<file path="src/rtl/snake_core_param.sv">
// Snake game engine: direction latch, tick sequencer, body shift register,
// wall/wrap handling, apple growth and self-collision scan.
module snake_core_param #(
    parameter int GRID_W    = 64,
    parameter int GRID_H    = 48,
    parameter int X_W       = 7,
    parameter int Y_W       = 6,
    parameter int MAX_LEN   = 16,
    parameter int START_LEN = 3,
    parameter int WRAP      = 0
) (
    input  logic                           clk,
    input  logic                           rst,
    input  logic                           start,
    input  logic                           step,
    input  logic [1:0]                     direction,
    input  logic                           dir_valid,
    input  logic [X_W-1:0]                 apple_x,
    input  logic [Y_W-1:0]                 apple_y,
    input  logic                           apple_valid,
    output logic [X_W-1:0]                 head_x,
    output logic [Y_W-1:0]                 head_y,
    output logic [MAX_LEN*X_W-1:0]         body_x,
    output logic [MAX_LEN*Y_W-1:0]         body_y,
    output logic [$clog2(MAX_LEN+1)-1:0]   length,
    output logic [$clog2(MAX_LEN+1)-1:0]   score,
    output logic                           ate,
    output logic                           game_over,
    output logic                           victory,
    output logic                           busy,
    output logic                           overrun
);

    localparam int LW = $clog2(MAX_LEN + 1);
    localparam int IW = $clog2(MAX_LEN);

    localparam logic [1:0] DIR_UP    = 2'd0;
    localparam logic [1:0] DIR_RIGHT = 2'd1;
    localparam logic [1:0] DIR_DOWN  = 2'd2;
    localparam logic [1:0] DIR_LEFT  = 2'd3;

    typedef enum logic [2:0] {IDLE, RUN, CALC, CHECK, COMMIT, OVER, WIN} state_t;

    state_t         state;
    logic [X_W-1:0] seg_x [MAX_LEN];
    logic [Y_W-1:0] seg_y [MAX_LEN];
    logic [1:0]     cur_dir;
    logic [1:0]     pend_dir;
    logic [1:0]     ref_dir;
    logic [X_W-1:0] nx;
    logic [Y_W-1:0] ny;
    logic           eat;
    logic           hit;
    logic [IW-1:0]  idx;
    logic [LW-1:0]  len;
    logic [X_W-1:0] calc_x;
    logic [Y_W-1:0] calc_y;
    logic           calc_wall;
    logic           active;

    function automatic logic [X_W-1:0] init_x(int unsigned i);
        int unsigned k;
        k = (i < START_LEN) ? i : START_LEN - 1;
        return X_W'(GRID_W / 2 - k);
    endfunction

    // Next head from the pending direction, which becomes current in CALC.
    always_comb begin
        calc_x    = seg_x[0];
        calc_y    = seg_y[0];
        calc_wall = 1'b0;
        case (pend_dir)
            DIR_UP: begin
                if (seg_y[0] == '0) begin
                    calc_wall = (WRAP == 0);
                    calc_y    = Y_W'(GRID_H - 1);
                end else begin
                    calc_y = seg_y[0] - Y_W'(1);
                end
            end
            DIR_RIGHT: begin
                if (seg_x[0] == X_W'(GRID_W - 1)) begin
                    calc_wall = (WRAP == 0);
                    calc_x    = '0;
                end else begin
                    calc_x = seg_x[0] + X_W'(1);
                end
            end
            DIR_DOWN: begin
                if (seg_y[0] == Y_W'(GRID_H - 1)) begin
                    calc_wall = (WRAP == 0);
                    calc_y    = '0;
                end else begin
                    calc_y = seg_y[0] + Y_W'(1);
                end
            end
            default: begin
                if (seg_x[0] == '0) begin
                    calc_wall = (WRAP == 0);
                    calc_x    = X_W'(GRID_W - 1);
                end else begin
                    calc_x = seg_x[0] - X_W'(1);
                end
            end
        endcase
    end

    // During CALC the pending direction is what the reversal test must guard.
    always_comb begin
        ref_dir = (state == CALC) ? pend_dir : cur_dir;
        active  = (LW'(idx) < len - LW'(1)) || (eat && (LW'(idx) < len));
    end

    always_ff @(posedge clk or negedge rst) begin
        if (!rst) begin
            state <= IDLE;
            for (int unsigned i = 0; i < MAX_LEN; i++) begin
                seg_x[i] <= init_x(i);
                seg_y[i] <= Y_W'(GRID_H / 2);
            end
            cur_dir   <= DIR_RIGHT;
            pend_dir  <= DIR_RIGHT;
            len       <= LW'(START_LEN);
            nx        <= '0;
            ny        <= '0;
            eat       <= 1'b0;
            hit       <= 1'b0;
            idx       <= '0;
            ate       <= 1'b0;
            game_over <= 1'b0;
            victory   <= 1'b0;
            overrun   <= 1'b0;
        end else if (start) begin
            state <= RUN;
            for (int unsigned i = 0; i < MAX_LEN; i++) begin
                seg_x[i] <= init_x(i);
                seg_y[i] <= Y_W'(GRID_H / 2);
            end
            cur_dir   <= DIR_RIGHT;
            pend_dir  <= DIR_RIGHT;
            len       <= LW'(START_LEN);
            nx        <= '0;
            ny        <= '0;
            eat       <= 1'b0;
            hit       <= 1'b0;
            idx       <= '0;
            ate       <= 1'b0;
            game_over <= 1'b0;
            victory   <= 1'b0;
            overrun   <= 1'b0;
        end else begin
            ate <= 1'b0;
            if (dir_valid && (direction != (ref_dir ^ 2'b10)))
                pend_dir <= direction;
            if (step && busy)
                overrun <= 1'b1;
            case (state)
                RUN: begin
                    if (step)
                        state <= CALC;
                end
                CALC: begin
                    cur_dir <= pend_dir;
                    if (calc_wall) begin
                        state     <= OVER;
                        game_over <= 1'b1;
                    end else begin
                        nx    <= calc_x;
                        ny    <= calc_y;
                        eat   <= apple_valid && (calc_x == apple_x) && (calc_y == apple_y);
                        hit   <= 1'b0;
                        idx   <= '0;
                        state <= CHECK;
                    end
                end
                CHECK: begin
                    if (active && (seg_x[idx] == nx) && (seg_y[idx] == ny))
                        hit <= 1'b1;
                    if (idx == IW'(MAX_LEN - 1))
                        state <= COMMIT;
                    else
                        idx <= idx + IW'(1);
                end
                COMMIT: begin
                    if (hit) begin
                        state     <= OVER;
                        game_over <= 1'b1;
                    end else begin
                        for (int unsigned i = 1; i < MAX_LEN; i++) begin
                            seg_x[i] <= seg_x[i-1];
                            seg_y[i] <= seg_y[i-1];
                        end
                        seg_x[0] <= nx;
                        seg_y[0] <= ny;
                        if (eat) begin
                            len <= len + LW'(1);
                            ate <= 1'b1;
                        end
                        if (len + LW'(eat) == LW'(MAX_LEN)) begin
                            state   <= WIN;
                            victory <= 1'b1;
                        end else begin
                            state <= RUN;
                        end
                    end
                end
                default: ;
            endcase
        end
    end

    always_comb begin
        body_x = '0;
        body_y = '0;
        for (int unsigned i = 0; i < MAX_LEN; i++) begin
            body_x[i*X_W +: X_W] = seg_x[i];
            body_y[i*Y_W +: Y_W] = seg_y[i];
        end
        head_x = seg_x[0];
        head_y = seg_y[0];
        length = len;
        score  = len - LW'(START_LEN);
        busy   = (state == CALC) || (state == CHECK) || (state == COMMIT);
    end

endmodule
</file>
<file path="config.mk">
export PLATFORM = sky130hd
export DESIGN_NAME = snake_core_param
export DESIGN_NICKNAME = d
export VERILOG_FILES = /design/src/rtl/snake_core_param.sv
export SDC_FILE = /design/constraint.sdc
export NUM_CORES = 1
export LEC_CHECK = 0
export BUFFER_PORTS_ARGS = -buffer_cell sky130_fd_sc_hd__buf_2
export CAP_MARGIN = 0
export CORE_ASPECT_RATIO = 1.5
export CORE_MARGIN = 8
export CORE_UTILIZATION = 50
export CTS_BUF_LIST = sky130_fd_sc_hd__clkbuf_2 sky130_fd_sc_hd__clkbuf_4 sky130_fd_sc_hd__clkbuf_8
export DETAILED_ROUTE_END_ITERATION = 7
export GPL_TIMING_DRIVEN = 0
export PLACE_DENSITY = 0.73
export SETUP_SLACK_MARGIN = 0.4
export SLEW_MARGIN = 20
export SYNTH_ARGS = -nofsm -noshare
export SYNTH_HDL_FRONTEND = slang
export SYNTH_SLANG_ARGS = --single-unit
</file>
<file path="constraint.sdc">
create_clock -name clk -period 2.9 [get_ports clk]
set_input_delay 0.145 -clock clk [delete_from_list [all_inputs] [get_ports clk]]
set_output_delay 0.145 -clock clk [all_outputs]
set_load 0.005 [all_outputs]
</file>
==> results of run 1 <==
cell type report:
type | count | area, um2
Fill cell | 2215 | 9550
Multi-Input combinational cell | 1058 | 6870
Sequential cell | 243 | 6210
Timing Repair Buffer | 296 | 1670
Clock buffer | 66 | 827
Buffer | 133 | 802
Tap cell | 337 | 422
Clock inverter | 5 | 75.1
Inverter | 15 | 60.1
Antenna cell | 2 | 5.00
routing by layer:
metal  up-vias  GRT usage, %  routed length, um
met2       560          48.0              24100
met3       136          5.40               3510
met4         0          16.7               2790
met5         -             0                  0
met1      6244          36.3              18900
li1       5669             -                  -
cell families (layout without fill, tap and decap cells):
kind of cell,after synthesis,after routing
other cells,0,2
compound gates,230,230
flops,243,243
simple gates,680,680
mux,96,96
fa+ha+maj,16,16
xor+xnor,36,36
buf+inv,148,515
how the worst max path moves through the flow:
stage                          startpoint                     end  slack (ns)  cells after the start
finish                 idx[0]$_DFFE_PN0P_         hit$_DFFE_PN0P_        0.15                      8
global route        length[0]$_DFFE_PN1P_         hit$_DFFE_PN0P_        0.13                     11
CTS                    idx[0]$_DFFE_PN0P_         hit$_DFFE_PN0P_        0.19                      8
detailed placement     idx[1]$_DFFE_PN0P_         hit$_DFFE_PN0P_       -0.57                     10
global placement                      rst  body_y[56]$_DFFE_PN0P_       -2.65                      1
floorplan           head_x[1]$_DFFE_PN0P_      idx[1]$_DFFE_PN0P_        0.43                     11
power groups by stage:
stage | registers, mW | clock network [mW] | logic, mW
6_report | 3.95 | 3.40 | 2.51
5_1_grt | 3.98 | 3.56 | 2.68
4_1_cts | 3.94 | 3.43 | 2.44
3_5_place_dp | 3.99 | 0 | 2.20
3_3_place_gp | 3.99 | 0 | 2.16
2_1_floorplan | 3.93 | 0 | 1.36
metrics by stage:
step,cells,area [um2]
floorplan,1449,13400
global placement,2041,15100
detailed placement,2043,15200
CTS,2136,16600
global route,2153,16900
finish,2155,16900
synthesized netlist by cell type (3+ instances only):
cell type,n,share of area (%)
nand2_1,444,12
dfrtp_1,145,27
a21oi_1,144,5.4
dfstp_2,98,19
nand3b_1,95,5.3
clkbuf_1,94,2.6
mux2i_1,56,4.2
nor2_1,44,1.2
mux4_2,37,6.2
xnor2_1,19,1.2
a22oi_1,16,0.90
ha_1,16,1.5
xor2_1,16,1.0
buf_2,15,0.56
buf_4,15,0.84
nor3_1,15,0.56
inv_1,14,0.39
o21ai_0,13,0.48
nand2b_1,12,0.56
nand3_1,11,0.41
a211oi_1,10,0.56
a211o_1,8,0.52
nand4_1,8,0.37
and2_1,5,0.23
buf_1,5,0.14
nand4b_1,5,0.33
nor2b_1,5,0.23
a2111oi_0,4,0.26
a311oi_1,4,0.26
a31oi_1,4,0.19
nor3b_1,4,0.22
nor4_1,4,0.19
nor4b_1,4,0.26
o211ai_1,4,0.22
a21o_1,3,0.17
and3_1,3,0.14
and4_1,3,0.20
nor4bb_1,3,0.22
o21a_1,3,0.17
o41ai_1,3,0.20
or3_1,3,0.14
or4_1,3,0.17
repair_timing:
action | CTS | global route
hold endpoints to repair | 69 | 0
pin swaps | 6 | 12
gates resized for setup | 88 | 82
hold buffers | 6 | 0
endpoints found under the setup margin | 144 | 142
buffers inserted | 16 | 17
registers in the layout, indices dropped and copies added (netlist names):
| register | cells |
|---|---|
| overrun | 1 |
| idx | 4 |
| game_over | 1 |
| hit | 1 |
| pend_dir | 2 |
| ny | 6 |
| nx | 7 |
| victory | 1 |
| head_y | 6 |
| ate | 1 |
| body_y | 90 |
| head_x | 7 |
| cur_dir | 2 |
| body_x | 105 |
| state | 3 |
| length | 5 |
| eat | 1 |
worst max-delay path, stage by stage (launching register included):
cell     delay (ns)
dfrtp_1        0.41
buf_12         0.15
buf_12         0.16
mux4_2         0.53
mux4_2         0.56
xnor2_4        0.22
nand4_1        0.22
nor4b_4        0.28
a21o_1         0.14
==> results.cfg, run 1 <==
[placed_design]
port_buffers = 255
dpl.hpwl_um = 34900
pre_cts_ws_ns = -0.574
gp_congestion = 0.988

[clock_tree]
cts_root_buf = clkbuf_8
cts_tree = yes
ctsLongestPathBuffers = 3
cts_buffers = 40
clock_latency_ns = 0.56
clock-sinks = 243
clk_pin_slew_ns = 0.07
htreeDepth = 2

[power_and_ir_drop]
p_clk_share_pct = 34.5
power_density_nw_per_um2 = 582
swShare_pct = 32.1
p_leak_nw = 7.54
switchingPower_mw = 3.16
p_int_mw = 6.70
totalPowerFinal_mw = 9.86
pwr-share-seq_pct = 40.1
peakVddDrop_mv = 0.395
p_comb_share_pct = 25.5

[status]
status = complete, no violations

[global_routing]
grt_util_all_layers_pct = 29.6
grt_max_degree = 98
overflow = 0
grt_antenna_before_repair = 1
first_global_vias = 12583
grt_pass1_wl_um = 73900

[synth]
synth_edf_count = 0
synth_cell_types = 67
async_flop_share_pct = 100
yosys_register_bits = 243
synth.area.mux_share_pct = 10.9
synth-adder-area-share_pct = 1.49
synth_compound_area_share_pct = 10.2
dominantRegCellSynth = dfrtp_1
synth_nets = 1486
ys_seq_area_share_pct = 46.2
synthXorXnorAreaFrac_pct = 2.45
synthSimpleGateAreaFrac_pct = 23.8
syn-cell-area_um2 = 13400
synth_top_family_by_area = simple AND/OR/NAND/NOR gates
yosysWarnings = 0
syn_area_per_cell_um2 = 9.26
synthCells = 1449

[run]
drv_cap = 0

[timing]
fin_tns_setup_ns = 0
fin_crit_sh_pct = 94.7
fmax_mhz = 364
final_max_slew_viol_count = 0
setup_viol_count_final = 0
worst_slew_pin_slew_ns = 0.743
setup_slack_ns = 0.155
fin_crit_ns = 2.75
maxSlewHeadroom_pct = 50.5
fin_skew_ns = 0.0216
whs_ns = 0.0617
rsz0062_at_grt = yes
hold_viol = 0

[layout]
nNetsFinal = 1824
final_common_cell = nand2_1
synthToLayoutAreaGrowth_pct = 26.2
final_util_pct = 64.0
layout_common_cells = nand2_1, buf_2, a21oi_1
drive_above_1_share_pct = 34.3

[floorplanning]
dieArea_um2 = 32400
num_rows = 73
start_util_pct = 50.7
die_h_um = 217
core_um2 = 26500
design.portCount = 257
chipWidth_um = 150

[setup_path]
critPathKind = reg -> reg
crit_path_max_fanout = 7
worstReg2RegEnd = hit$_DFFE_PN0P_
setup.worst_path.end_class = flip-flop
worst_setup_path_start_kind = flip-flop
cp.arrival_ns = 3.23
reg2reg_depth = 8
timing.rr.start = idx[0]$_DFFE_PN0P_
critPathRequiredTime_ns = 3.39
r2r_setup_slack_ns = 0.15

[hold_path]
holdPathEnd = pend_dir[1]$_DFFE_PN0P_
min_from = dir_valid
holdPathStages = 4
min_path_type = in -> reg

[route]
ant_nets = 0
first_pass_iters = 5
vias = 12609
route.detailed.drc = 0
detail_route.wl_per_cell_um = 22.9
drt_first_iter_violations = 985
vias_per_cell = 5.85
wl_um = 49200
No activity file was read; power rests on OpenSTA's default activity.
==> run 2, diff against run 1 <==
RECOVER_POWER = 25   (was default)
==> results.cfg, run 2 (synthesized netlist as in run 1, its figures left out) <==
[setup_path]
critPathRequiredTime_ns = 3.40
r2r_setup_slack_ns = 0.17
critPathKind = reg -> reg
crit_path_max_fanout = 7
worstReg2RegEnd = hit$_DFFE_PN0P_
worst_setup_path_start_kind = flip-flop
reg2reg_depth = 8
cp.arrival_ns = 3.23
setup.worst_path.end_class = flip-flop
timing.rr.start = idx[0]$_DFFE_PN0P_

[placed_design]
gp_congestion = 0.988
place_area_um2 = 15200
port_buffers = 255
dpl.hpwl_um = 34900
pre_cts_ws_ns = -0.574

[global_routing]
grt_antenna_before_repair = 1
overflow = 0
grt_max_degree = 98
grt_util_all_layers_pct = 29.6
first_global_vias = 12583
grt_pass1_wl_um = 73900

[hold_path]
holdPathEnd = pend_dir[1]$_DFFE_PN0P_
holdPathStages = 4
min_from = dir_valid
min_path_type = in -> reg

[timing]
fin_crit_ns = 2.73
fin_crit_sh_pct = 94.3
maxSlewHeadroom_pct = -1.92
fin_tns_setup_ns = 0
setup_slack_ns = 0.165
worst_slew_pin_slew_ns = 1.53
whs_ns = 0.0586
setup_viol_count_final = 0
fin_skew_ns = 0.0211
rsz0062_at_grt = yes
fmax_mhz = 366
hold_viol = 0
final_max_slew_viol_count = 56

[clock_tree]
cts_buffers = 40
clk_pin_slew_ns = 0.06
cts_root_buf = clkbuf_8
clock-sinks = 243
ctsLongestPathBuffers = 3
cts_tree = yes
htreeDepth = 2
clock_latency_ns = 0.56

[route]
vias = 12687
route.detailed.drc = 0
detail_route.wl_per_cell_um = 22.9
drt_first_iter_violations = 989
first_pass_iters = 5
vias_per_cell = 5.89
wl_um = 49300
ant_nets = 0

[layout]
largest_reg_flops = 105
nNetsFinal = 1824
multi_input_area_um2 = 6870
fill_cells = 2216
layout_common_cells = nand2_1, buf_2, a21oi_1
final_common_cell = nand2_1
synthToLayoutAreaGrowth_pct = 26.2
design_area_um2 = 16900
seq_area_um2 = 6210
drive_above_1_share_pct = 34.3

[floorplanning]
dieArea_um2 = 32400
die_h_um = 217
core_um2 = 26500
start_util_pct = 50.7
num_rows = 73
chipWidth_um = 150
design.portCount = 257

[status]
status = finished, violations left
violations = capacitance limit, slew limit

[run]
drv_cap = 1

[power_and_ir_drop]
peakVddDrop_mv = 0.393
power_density_nw_per_um2 = 582
p_leak_nw = 7.53
==> run 2: routing by layer <==
metal / global-route usage, % / part of all wire (%) / vias to the layer above
li1: - / - / 5660
met1: 36.3 / 38 / 6309
met2: 48.0 / 49 / 582
met3: 5.40 / 7.5 / 136
met4: 16.7 / 5.7 / 0
met5: 0 / 0 / -
==> run 2: how the worst max path moves through the flow <==
stage,startpoint,end
after CTS,idx[0]$_DFFE_PN0P_,hit$_DFFE_PN0P_
final,idx[0]$_DFFE_PN0P_,hit$_DFFE_PN0P_
after global routing,length[0]$_DFFE_PN1P_,hit$_DFFE_PN0P_
after floorplan,head_x[1]$_DFFE_PN0P_,idx[1]$_DFFE_PN0P_
after detailed placement,idx[1]$_DFFE_PN0P_,hit$_DFFE_PN0P_
after global placement,rst,body_y[56]$_DFFE_PN0P_
==> run 2: power breakdown <==
part	switching, mW	leakage [nW]	internal (mW)
combinational	1.49	4.01	1.02
sequential	0.250	3.04	3.70
clock	1.42	0.481	1.97
==> run 2: what timing repair did <==
item                                    4_1_cts  5_1_grt
endpoints found under the setup margin      144      142
gates cloned                                  0        0
hold endpoints to repair                     69        0
resized for setup                            88       82
hold buffers                                  6        0
buffers inserted                             16       17
pin swaps                                     6       12
==> run 2: per-stage QoR <==
step	cells	utilization, %	power [mW]
floorplan	1449	-	5.29
global placement	2041	57.1	6.14
detailed placement	2043	57.4	6.19
CTS	2136	62.7	9.81
global route	2153	63.9	10.2
finish	2155	63.9	9.86
==> run 2: area by class of cell <==
type | count | share of cell area (%)
Timing Repair Buffer | 296 | 9.83
Tap cell | 337 | 2.49
Sequential cell | 243 | 36.7
Inverter | 15 | 0.355
Multi-Input combinational cell | 1058 | 40.6
Buffer | 133 | 4.74
Antenna cell | 2 | 0.0296
Clock inverter | 5 | 0.443
Clock buffer | 66 | 4.89
==> run 2: critical path, stage by stage, from the launching register on <==
cell,delay (ns)
dfrtp_1,0.41
buf_12,0.15
buf_12,0.16
mux4_2,0.53
mux4_2,0.56
xnor2_4,0.22
nand4_1,0.21
nor4b_4,0.29
a21o_1,0.14
